==> config.mk <==
export PLATFORM = sky130hd
export DESIGN_NAME = gen_next_block_queue_flat
export DESIGN_NICKNAME = d
export VERILOG_FILES = /design/src/rtl/gen_next_block_queue_if.sv /design/src/rtl/gen_next_block_queue.sv /design/src/flat_wrapper.sv
export SDC_FILE = /design/constraint.sdc
export NUM_CORES = 1
export LEC_CHECK = 0
export ABC_CLOCK_PERIOD_IN_PS = 4300
export CAP_MARGIN = 30
export CORE_MARGIN = 5
export CORE_UTILIZATION = 25
export CTS_CLUSTER_DIAMETER = 150
export CTS_CLUSTER_SIZE = 8
export DETAILED_ROUTE_END_ITERATION = 10
export PLACE_DENSITY_LB_ADDON = 0.25
export RECOVER_POWER = 50
export SETUP_SLACK_MARGIN = 0.02
export SLEW_MARGIN = 20
export SYNTH_ARGS = -nofsm -noshare
export SYNTH_HDL_FRONTEND = slang
export SYNTH_SLANG_ARGS = --single-unit
==> constraint.sdc <==
create_clock -name clk_i -period 4.3 [get_ports clk_i]
set_input_delay 0.86 -clock clk_i [delete_from_list [all_inputs] [get_ports clk_i]]
set_output_delay 0.86 -clock clk_i [all_outputs]
set_load 0.02 [all_outputs]
==> src/rtl/gen_next_block_queue_if.sv <==
// Purpose : bundles the next-piece generator's request/enable inputs, head-piece bus and preview pane.
// Latency : none (wires only).
// Backpress: req_i is honoured only while vld_o=1; en_i gates LFSR stepping.
// Ports (slave = generator side):
//   en_i, req_i                          in   LFSR step enable, pop head
//   vld_o, b_data, b_color, b_rotation   out  registered head piece
//   b_x, b_y                             out  spawn position
//   preview_id_o, preview_vld_o          out  ids/valids of the pieces behind the head
interface gen_next_block_queue_if #(
    parameter int QUEUE_DEPTH         = 3,
    parameter int TETRIS_COLORS_WIDTH = 3,
    parameter int FIELD_COL_CNT_WIDTH = 4,
    parameter int FIELD_ROW_CNT_WIDTH = 5
);
    logic                                  en_i;
    logic                                  req_i;
    logic                                  vld_o;
    logic [3:0][0:3][0:3]                  b_data;
    logic [TETRIS_COLORS_WIDTH-1:0]        b_color;
    logic [1:0]                            b_rotation;
    logic signed [FIELD_COL_CNT_WIDTH:0]   b_x;
    logic signed [FIELD_ROW_CNT_WIDTH:0]   b_y;
    logic [QUEUE_DEPTH-1:0][2:0]           preview_id_o;
    logic [QUEUE_DEPTH-1:0]                preview_vld_o;

    // Game control FSM side.
    modport master (
        output en_i, req_i,
        input  vld_o, b_data, b_color, b_rotation, b_x, b_y, preview_id_o, preview_vld_o
    );

    // Generator side.
    modport slave (
        input  en_i, req_i,
        output vld_o, b_data, b_color, b_rotation, b_x, b_y, preview_id_o, preview_vld_o
    );
endinterface

==> src/rtl/gen_next_block_queue.sv <==
// Purpose : tetromino generator (PRBS15 draw, optional 7-bag) feeding a QUEUE_DEPTH+1 entry shift queue.
// Latency : first draw lands in slot 0 one cycle after reset release, head registered one cycle later.
// Backpress: req_i pops only when vld_o=1; a freed slot is refilled in the same cycle as the pop.
// Ports: clk_i, rst_n_i (async active-low); bus (gen_next_block_queue_if.slave): en_i, req_i in;
//        vld_o, b_data, b_color, b_rotation, b_x, b_y, preview_id_o, preview_vld_o out.
// Build option: define GEN_NEXT_BLOCK_BAG_EN to constrain draws to a 7-bag.
module gen_next_block_queue #(
    parameter int          QUEUE_DEPTH         = 3,
    parameter logic [14:0] LFSR_SEED           = 15'd1,
    parameter int          SPAWN_X             = 4,
    parameter int          SPAWN_Y             = 0,
    parameter int          TETRIS_COLORS_WIDTH = 3,
    parameter int          FIELD_COL_CNT_WIDTH = 4,
    parameter int          FIELD_ROW_CNT_WIDTH = 5
) (
    input  logic                  clk_i,
    input  logic                  rst_n_i,
    gen_next_block_queue_if.slave bus
);
    localparam int SLOTS = QUEUE_DEPTH + 1;
    localparam int CNT_W = $clog2(SLOTS + 1);
    localparam int TCW   = TETRIS_COLORS_WIDTH;
    localparam int X_W   = FIELD_COL_CNT_WIDTH + 1;
    localparam int Y_W   = FIELD_ROW_CNT_WIDTH + 1;
    // An all-zero PRBS state would lock up, so fall back to 1.
    localparam logic [14:0] SEED = (LFSR_SEED == 15'd0) ? 15'd1 : LFSR_SEED;

    typedef struct packed {
        logic [2:0] id;
        logic [1:0] rot;
    } entry_t;

    localparam int ENTRY_W = $bits(entry_t);

    // Four rotations packed {r3,r2,r1,r0}; each rotation is {row0..row3}, MSB of a row = column 0.
    function automatic logic [3:0][0:3][0:3] shape_bits(input logic [2:0] id);
        case (id)
            3'd0:    return 64'h4444_00F0_2222_0F00;  // I
            3'd1:    return 64'h44C0_0E20_6440_8E00;  // J
            3'd2:    return 64'hC440_0E80_4460_2E00;  // L
            3'd3:    return 64'h6600_6600_6600_6600;  // O
            3'd4:    return 64'h8C40_06C0_4620_6C00;  // S
            3'd5:    return 64'h4C40_0E40_4640_4E00;  // T
            3'd6:    return 64'h4C80_0C60_2640_C600;  // Z
            default: return 64'h0;
        endcase
    endfunction

    logic [14:0]               lfsr_q;
    logic [CNT_W-1:0]          cnt_q;
    logic [CNT_W-1:0]          cnt_pop;
    entry_t [SLOTS-1:0]        slot_q;
    entry_t [SLOTS-1:0]        shifted;
    entry_t [SLOTS-1:0]        slot_d;
    logic                      pop;
    logic                      fill;
    logic [2:0]                cand;
    logic [2:0]                draw_id;
    logic                      vld_q;
    logic [3:0][0:3][0:3]      data_q;
    logic [TCW-1:0]            color_q;
    logic [1:0]                rot_q;

    assign cand = 3'(lfsr_q[7:0] % 8'd7);

`ifdef GEN_NEXT_BLOCK_BAG_EN
    logic [6:0] mask_q;
    logic [6:0] mask_d;
    logic [6:0] mask_set;
    logic [3:0] probe;
    logic       found;

    // First id not yet used in this bag, scanning upward from the LFSR candidate with wrap at 7.
    always_comb begin
        draw_id  = cand;
        found    = 1'b0;
        probe    = '0;
        for (int k = 0; k < 7; k++) begin
            probe = 4'(cand) + 4'(k);
            if (probe >= 4'd7) probe = probe - 4'd7;
            if (!found && !mask_q[probe[2:0]]) begin
                draw_id = probe[2:0];
                found   = 1'b1;
            end
        end
        mask_set = mask_q | (7'b1 << draw_id);
        mask_d   = mask_q;
        if (fill) mask_d = (mask_set == 7'h7F) ? 7'h00 : mask_set;
    end

    always_ff @(posedge clk_i or negedge rst_n_i) begin
        if (!rst_n_i) mask_q <= '0;
        else          mask_q <= mask_d;
    end
`else
    assign draw_id = cand;
`endif

    always_comb begin
        pop     = bus.req_i & vld_q;
        cnt_pop = cnt_q - CNT_W'(pop);
        fill    = cnt_pop < CNT_W'(SLOTS);
        // Pop moves every slot down one; the top slot receives zero.
        shifted = pop ? (slot_q >> ENTRY_W) : slot_q;
        slot_d  = shifted;
        for (int i = 0; i < SLOTS; i++) begin
            if (fill && (cnt_pop == CNT_W'(i))) begin
                slot_d[i].id  = draw_id;
                slot_d[i].rot = lfsr_q[9:8];
            end
        end
    end

    always_ff @(posedge clk_i or negedge rst_n_i) begin
        if (!rst_n_i) begin
            lfsr_q  <= SEED;
            cnt_q   <= '0;
            slot_q  <= '0;
            vld_q   <= 1'b0;
            data_q  <= '0;
            color_q <= '0;
            rot_q   <= '0;
        end else begin
            if (bus.en_i) lfsr_q <= {lfsr_q[13:0], lfsr_q[14] ^ lfsr_q[13]};
            cnt_q   <= cnt_pop + CNT_W'(fill);
            slot_q  <= slot_d;
            // Head tracks slot 0 after the pop but before the fill, so a draw into an
            // empty queue becomes visible one cycle later and vld_o never exceeds count.
            vld_q   <= (cnt_pop != '0);
            data_q  <= shape_bits(shifted[0].id);
            color_q <= TCW'(shifted[0].id) + TCW'(1);
            rot_q   <= shifted[0].rot;
        end
    end

    always_comb begin
        bus.preview_id_o  = '0;
        bus.preview_vld_o = '0;
        for (int i = 0; i < QUEUE_DEPTH; i++) begin
            bus.preview_id_o[i]  = slot_q[i+1].id;
            bus.preview_vld_o[i] = cnt_q > CNT_W'(i + 1);
        end
    end

    assign bus.vld_o      = vld_q;
    assign bus.b_data     = data_q;
    assign bus.b_color    = color_q;
    assign bus.b_rotation = rot_q;
    assign bus.b_x        = X_W'(SPAWN_X);
    assign bus.b_y        = Y_W'(SPAWN_Y);
endmodule
==> src/flat_wrapper.sv <==
// flat-port wrapper written by rule: the top's interface ports become plain ports
module gen_next_block_queue_flat 
#(
    parameter int          QUEUE_DEPTH         = 3,
    parameter logic [14:0] LFSR_SEED           = 15'd1,
    parameter int          SPAWN_X             = 4,
    parameter int          SPAWN_Y             = 0,
    parameter int          TETRIS_COLORS_WIDTH = 3,
    parameter int          FIELD_COL_CNT_WIDTH = 4,
    parameter int          FIELD_ROW_CNT_WIDTH = 5
)
  (clk_i, rst_n_i, bus_en_i, bus_req_i, bus_vld_o, bus_b_data, bus_b_color, bus_b_rotation, bus_b_x, bus_b_y, bus_preview_id_o, bus_preview_vld_o);
  gen_next_block_queue_if #(.QUEUE_DEPTH(QUEUE_DEPTH), .TETRIS_COLORS_WIDTH(TETRIS_COLORS_WIDTH), .FIELD_COL_CNT_WIDTH(FIELD_COL_CNT_WIDTH), .FIELD_ROW_CNT_WIDTH(FIELD_ROW_CNT_WIDTH)) bus_i ();
  input  logic clk_i;
  input  logic rst_n_i;
  input wire logic [$bits(bus_i.en_i)-1:0] bus_en_i;
  input wire logic [$bits(bus_i.req_i)-1:0] bus_req_i;
  output wire logic [$bits(bus_i.vld_o)-1:0] bus_vld_o;
  output wire logic [$bits(bus_i.b_data)-1:0] bus_b_data;
  output wire logic [$bits(bus_i.b_color)-1:0] bus_b_color;
  output wire logic [$bits(bus_i.b_rotation)-1:0] bus_b_rotation;
  output wire logic [$bits(bus_i.b_x)-1:0] bus_b_x;
  output wire logic [$bits(bus_i.b_y)-1:0] bus_b_y;
  output wire logic [$bits(bus_i.preview_id_o)-1:0] bus_preview_id_o;
  output wire logic [$bits(bus_i.preview_vld_o)-1:0] bus_preview_vld_o;
  assign bus_i.en_i = bus_en_i;
  assign bus_i.req_i = bus_req_i;
  assign bus_vld_o = bus_i.vld_o;
  assign bus_b_data = bus_i.b_data;
  assign bus_b_color = bus_i.b_color;
  assign bus_b_rotation = bus_i.b_rotation;
  assign bus_b_x = bus_i.b_x;
  assign bus_b_y = bus_i.b_y;
  assign bus_preview_id_o = bus_i.preview_id_o;
  assign bus_preview_vld_o = bus_i.preview_vld_o;
  gen_next_block_queue #(.QUEUE_DEPTH(QUEUE_DEPTH), .LFSR_SEED(LFSR_SEED), .SPAWN_X(SPAWN_X), .SPAWN_Y(SPAWN_Y), .TETRIS_COLORS_WIDTH(TETRIS_COLORS_WIDTH), .FIELD_COL_CNT_WIDTH(FIELD_COL_CNT_WIDTH), .FIELD_ROW_CNT_WIDTH(FIELD_ROW_CNT_WIDTH)) u_core (.clk_i(clk_i), .rst_n_i(rst_n_i), .bus(bus_i));
endmodule
## Word-level counts from Yosys, hierarchy flattened

Index checks and enable logic that the tools add are counted.

| word-level totals | value |
|---|---|
| bits in registers | 108 |
| output and inout port bits | 93 |

| cells by class | value |
|---|---|
| add/sub/neg operators | 3 |
| div/mod/pow operators | 1 |
| magnitude comparators | 4 |
| eq/ne operators | 9 |
| multiplexer cells | 6 |
| bitwise operators | 2 |
| reduce and logical (&&, ||, !) cells | 10 |

Operators by type and width:

| cell | count |
|---|---|
| one-hot mux 64 bit (7 select lines) | 1 |
| 2-to-1 mux 20 bit | 1 |
| 2-to-1 mux 5 bit | 4 |
| equality test 3 x 2 -> 1 bit (second input constant) | 4 |
| equality test 3 bit (second input constant) | 3 |
| modulo 8 x 3 -> 8 bit (second input constant) | 1 |
| equality test 3 x 1 -> 1 bit (second input constant) | 2 |
| greater-than comparator 3 x 2 -> 1 bit (second input constant) | 2 |
| logical NOT 3 bit | 2 |
| nonzero test 2 bit | 3 |
| logical AND 1 bit | 4 |
| adder 3 x 1 -> 3 bit | 1 |
| adder 3 x 1 -> 3 bit (second input constant) | 1 |
| greater-than comparator 3 x 1 -> 1 bit (second input constant) | 1 |
| less-than comparator 3 bit (second input constant) | 1 |
| nonzero test 3 bit | 1 |
| subtractor 3 x 1 -> 3 bit | 1 |
| bitwise AND 1 bit | 1 |
| XOR 1 bit | 1 |

## Depth between registers and ports, before layout

| depth | value |
|---|---|
| depth in word-level cells | 5 |
| gate-level depth with buffers | 16 |

## Worst setup path before layout

OpenSTA, ideal clock, no wires.

| timing path | value |
|---|---|
| path type | register to register |
| start | register u_core.lfsr_q[3] |
| end | register u_core.slot_q (netlist bit u_core.bus.preview_id_o[3]) |
| setup time | 130 ps |
| arrival time | 2890 ps |
| required time | 4170 ps |
| setup slack | 1281 ps |
| stages on the path, launching flop included | 17 |
| path buffers | 2 |
| clock period less this slack | 3019 ps |
| cells stage by stage | dfrtp_1 buf_2 clkbuf_1 a211oi_1 o22ai_1 o2111ai_1 ha_1 and3_1 o211ai_1 o41ai_2 o31ai_1 o31ai_2 ha_1 o41a_1 and3_4 nor3_4 o31ai_1 |

| on the way | value |
|---|---|
| longest elaborated chain between the ends | 2 |

RTL lines:

| what | line | source |
|---|---|---|
| start, declared | gen_next_block_queue.sv:49 | `logic [14:0] lfsr_q;` |
| start signal, assigned | gen_next_block_queue.sv:124 | `if (bus.en_i) lfsr_q <= {lfsr_q[13:0], lfsr_q[14] ^ lfsr_q[13]};` |
| modulo 8 x 3 -> 8 bit | gen_next_block_queue.sv:64 | `assign cand = 3'(lfsr_q[7:0] % 8'd7);` |
| 2-to-1 mux 5 bit | gen_next_block_queue.sv:107 | `if (fill && (cnt_pop == CNT_W'(i))) begin` |
| end signal, assigned | gen_next_block_queue.sv:126 | `slot_q <= slot_d;` |
| end, declared | gen_next_block_queue.sv:52 | `entry_t [SLOTS-1:0] slot_q;` |

No other way between the ends.
A chain may end at the register's enable or synchronous reset.

## Worst setup path in the final report

| timing path | value |
|---|---|
| start | register u_core.lfsr_q[7] |
| end | register u_core.slot_q (netlist bit u_core.bus.preview_id_o[6]) |

Same word-level chain as after synthesis.

==> qor.json <==
{
  "power_and_ir_drop": {
    "vdd_drop_max_mv": 0.328,
    "switching_fraction_of_total_power_pct": 41.7,
    "pwr-share-clk_pct": 20.7,
    "relative_contribution_of_sequential_cells_to_total_power_pct": 27.2,
    "power.share.combinational_pct": 52.1,
    "power_per_cell_area_nw_per_um2": 911,
    "internal_power_mw": 2.35,
    "p_leak_nw": 2.01,
    "power.net_switching_mw": 1.68,
    "post-layout-total-power_mw": 4.03
  },
  "synthesis": {
    "yosysWarnings": 0,
    "synth.yosys.seq_area_share_pct": 40.9,
    "synthesis.area_per_instance_sq_um": 10.0,
    "primary_flip_flop_cell_chosen_by_synthesis_mapping": "sky130_fd_sc_hd__dfrtp_1",
    "ys_types": 69,
    "cell_area_synth_sq_um": 3730,
    "synth_top_cell_by_area": "sky130_fd_sc_hd__dfrtp_1",
    "synth_edf_count": 0,
    "synth.top_cell.area_share_pct": 40.2,
    "synth-seq-cells": 61,
    "postSynthCellCount": 373,
    "synthTopCellsByArea": "sky130_fd_sc_hd__dfrtp_1 (40%), sky130_fd_sc_hd__buf_4 (14%), sky130_fd_sc_hd__mux2_2 (6.0%)",
    "async_flop_share_pct": 100
  },
  "cells_and_area": {
    "area_growth_pct": 18.5,
    "final_net_count": 414,
    "layout-drive-gt1-share_pct": 14.4,
    "mostFrequentLayoutCell": "sky130_fd_sc_hd__dfrtp_1",
    "layoutNonFillerInstCount": 587,
    "post-route-cell-area_sq_um": 4420,
    "diodes": 0,
    "final_cell_mix": "sky130_fd_sc_hd__dfrtp_1 (60), sky130_fd_sc_hd__clkdlybuf4s50_1 (44), sky130_fd_sc_hd__conb_1 (43), sky130_fd_sc_hd__nand2_1 (26), sky130_fd_sc_hd__mux2_2 (18)",
    "layout.core_utilization_pct": 30.3
  },
  "floorplan": {
    "die_y_microns": 132,
    "i_o_pin_count": 97,
    "die_w_microns": 132,
    "design.die.area_sq_um": 17500,
    "floorplan.rows": 44,
    "starting_density_pct": 25.6,
    "area_of_the_core_sq_um": 14600
  },
  "global_route": {
    "groute.usage.overall_pct": 8.96,
    "grt_overflow_total": 0,
    "largest_net_degree_at_the_start_of_global_routing": 40,
    "grt_pass1_vias": 2458,
    "global_route_wire_length_before_repair_microns": 13000,
    "grt_antenna_before_repair": 0
  },
  "place": {
    "placedCellCount": 571,
    "place.gp.congestion": 0.826,
    "hpwlAfterDp_microns": 5920,
    "port-buffer-count": 53,
    "detailed_place.area_sq_um": 4080,
    "pre_cts_ws_ps": 679
  },
  "outcome": {
    "run_status": "complete, but fails checks",
    "failing_checks": "capacitance limit, slew limit"
  },
  "sta": {
    "worst_hold_slack_ps": 444,
    "layout_worst_path_cycle_share_pct": 85.3,
    "achievable-frequency_mhz": 273,
    "final_setup_vio_count": 0,
    "grt_setup_unrepaired": "no",
    "skew_ps": 7.03,
    "finalWorstPathRequiredPeriod_ps": 3670,
    "timing.max_slew.rel_slack_pct": -13.7,
    "hold_viol_final": 0,
    "fin_setup_tns_ps": 0,
    "timing_max_transition_violations_final": 32,
    "worst_slack_ps": 633,
    "max_slew.worst_pin.slew_ps": 1710
  },
  "clocking": {
    "cts-root-to-sink-buffers": 2,
    "tritoncts": "yes",
    "clk_root_buffer_cell": "sky130_fd_sc_hd__clkbuf_16",
    "cts-hold-fix-buffers": 0,
    "post-cts-setup-buffers": 0,
    "cts-buffers-inserted": 9,
    "tritoncts_num_sinks": 61,
    "clock_transition_at_the_registers_of_the_reported_paths_ps": 50,
    "clock_tree.htree_level_count": 3,
    "clkLatencyLatePin_ps": 320,
    "post_cts_resize_count": 0
  },
  "worst_setup_path": {
    "timing.critical_path.cells": "nor2_1 > o22ai_1 > o2111ai_1 > ha_1 > and3_1 > o211ai_1 > o41ai_2 > o31ai_1 > o31ai_2 > ha_1 > o41a_1 > and3_4 > nor3_4 > o31ai_1",
    "worst-endpoint-required_ps": 4500,
    "crit_type": "reg2reg",
    "largest_fanout_on_the_critical_path": 19,
    "cpLargestDelayFamily": "compound AO/OA/AOI/OAI gates",
    "critPathBufInv": 0,
    "crit_path_start_kind": "flip-flop",
    "cp.arrival_ps": 3870,
    "worst_stage_delay_on_the_critical_path_ps": 720,
    "critPathSlowestCell": "sky130_fd_sc_hd__dfrtp_1",
    "cp-end-kind": "flip-flop"
  },
  "drt": {
    "totalWireLength_microns": 7810,
    "post_route_drc": 0,
    "drt_first_pass_iters": 4,
    "residual_antenna_violating_net_count_after_detailed_routing": 0,
    "detailed_route_vias_per_instance": 4.41,
    "post_drt_wl_per_cell_microns": 13.3,
    "dr_total_vias": 2590,
    "dr.first_iter.drc_count": 67
  },
  "run": {
    "drv_cap": 1
  },
  "hold_path": {
    "timing.hold.worst.class": "in2async"
  }
}
==> sequential cells by signal (all words and copies together) (netlist names) <==
register and cells:
u_core.lfsr_q 15, u_core.slot_q 11, u_core.bus.preview_id_o 9, u_core.bus.b_color 3
u_core.bus.vld_o 1, u_core.bus.b_rotation 2, u_core.cnt_q 3, u_core.bus.b_data 17
==> power groups by stage <==
stage	registers [mW]	clock network, mW	logic (mW)
after floorplan	1.08	0	1.57
after global placement	1.10	0	2.12
after detailed placement	1.11	0	2.13
after CTS	1.10	0.854	2.14
after global routing	1.14	0.876	2.32
final	1.09	0.833	2.10
==> cells in the mapped netlist (all sizes together) (4+ instances only) <==
library cell	instances
a211oi	4
a21o	4
a21oi	10
a31oi	4
and2	4
buf	77
clkbuf	8
dfrtp	60
ha	11
inv	17
mux2	20
mux2i	6
nand2	26
nand3	11
nor2	16
nor3	8
nor4	4
o21ai	12
o31ai	9
or2	8
xnor2	4
==> worst register-to-register path: cells and delay by family (launching register included) <==
family | cells | cell delay, ps
AOI/OAI and AO/OA | 8 | 1460
and+or+nand+nor | 4 | 840
DFF | 1 | 720
adders and majority gates | 2 | 550
==> logic make-up (layout without fill, tap and decap cells) <==
group           count (synthesis)  count (layout)  share of synthesized area, %
compound gates                 66              66                          13.6
xor+xnor                        6               6                          1.41
fa+ha+maj                      12              12                          3.96
buf+inv                       102              91                          17.7
flops                          61              61                          40.9
mux                            26              26                          7.65
other cells                     2              43                         0.201
simple gates                   98              98                          14.5
==> final timing paths <==
check	startpoint	endpoint	slack, ps	cells after the start
min in group clk_i	u_core.lfsr_q[11]	u_core.lfsr_q[11]	500	1
worst min-delay path	rst_n_i	u_core.bus.b_data[14]	440	1
max in group asynchronous	rst_n_i	u_core.lfsr_q[11]	1060	3
worst max register to register	u_core.lfsr_q[7]	u_core.bus.preview_id_o[6]	630	14
worst max-delay path	u_core.lfsr_q[7]	u_core.bus.preview_id_o[6]	630	14
worst min register to register	u_core.lfsr_q[11]	u_core.lfsr_q[11]	500	1
==> routing by layer <==
metal  vias to the layer above  GRT usage [%]  wire, microns  share of wire (%)
met5                         -              0              0                  0
met4                         0           2.29             70               0.90
met2                        81           14.3           3640                 47
li1                       1250              -              -                  -
met1                      1250           11.8           3540                 45
met3                         9           2.82            555                7.1
==> cell type report <==
| type | count | area, sq um |
|---|---|---|
| flip-flops and latches | 61 | 1530 |
| clock inverters | 4 | 95.1 |
| fillers | 1485 | 10200 |
| clock buffers | 11 | 253 |
| well taps | 184 | 230 |
| multi-input cells | 251 | 1700 |
| inverters | 17 | 63.8 |
| repair buffers | 59 | 558 |
(Power assumes the default switching activity.)
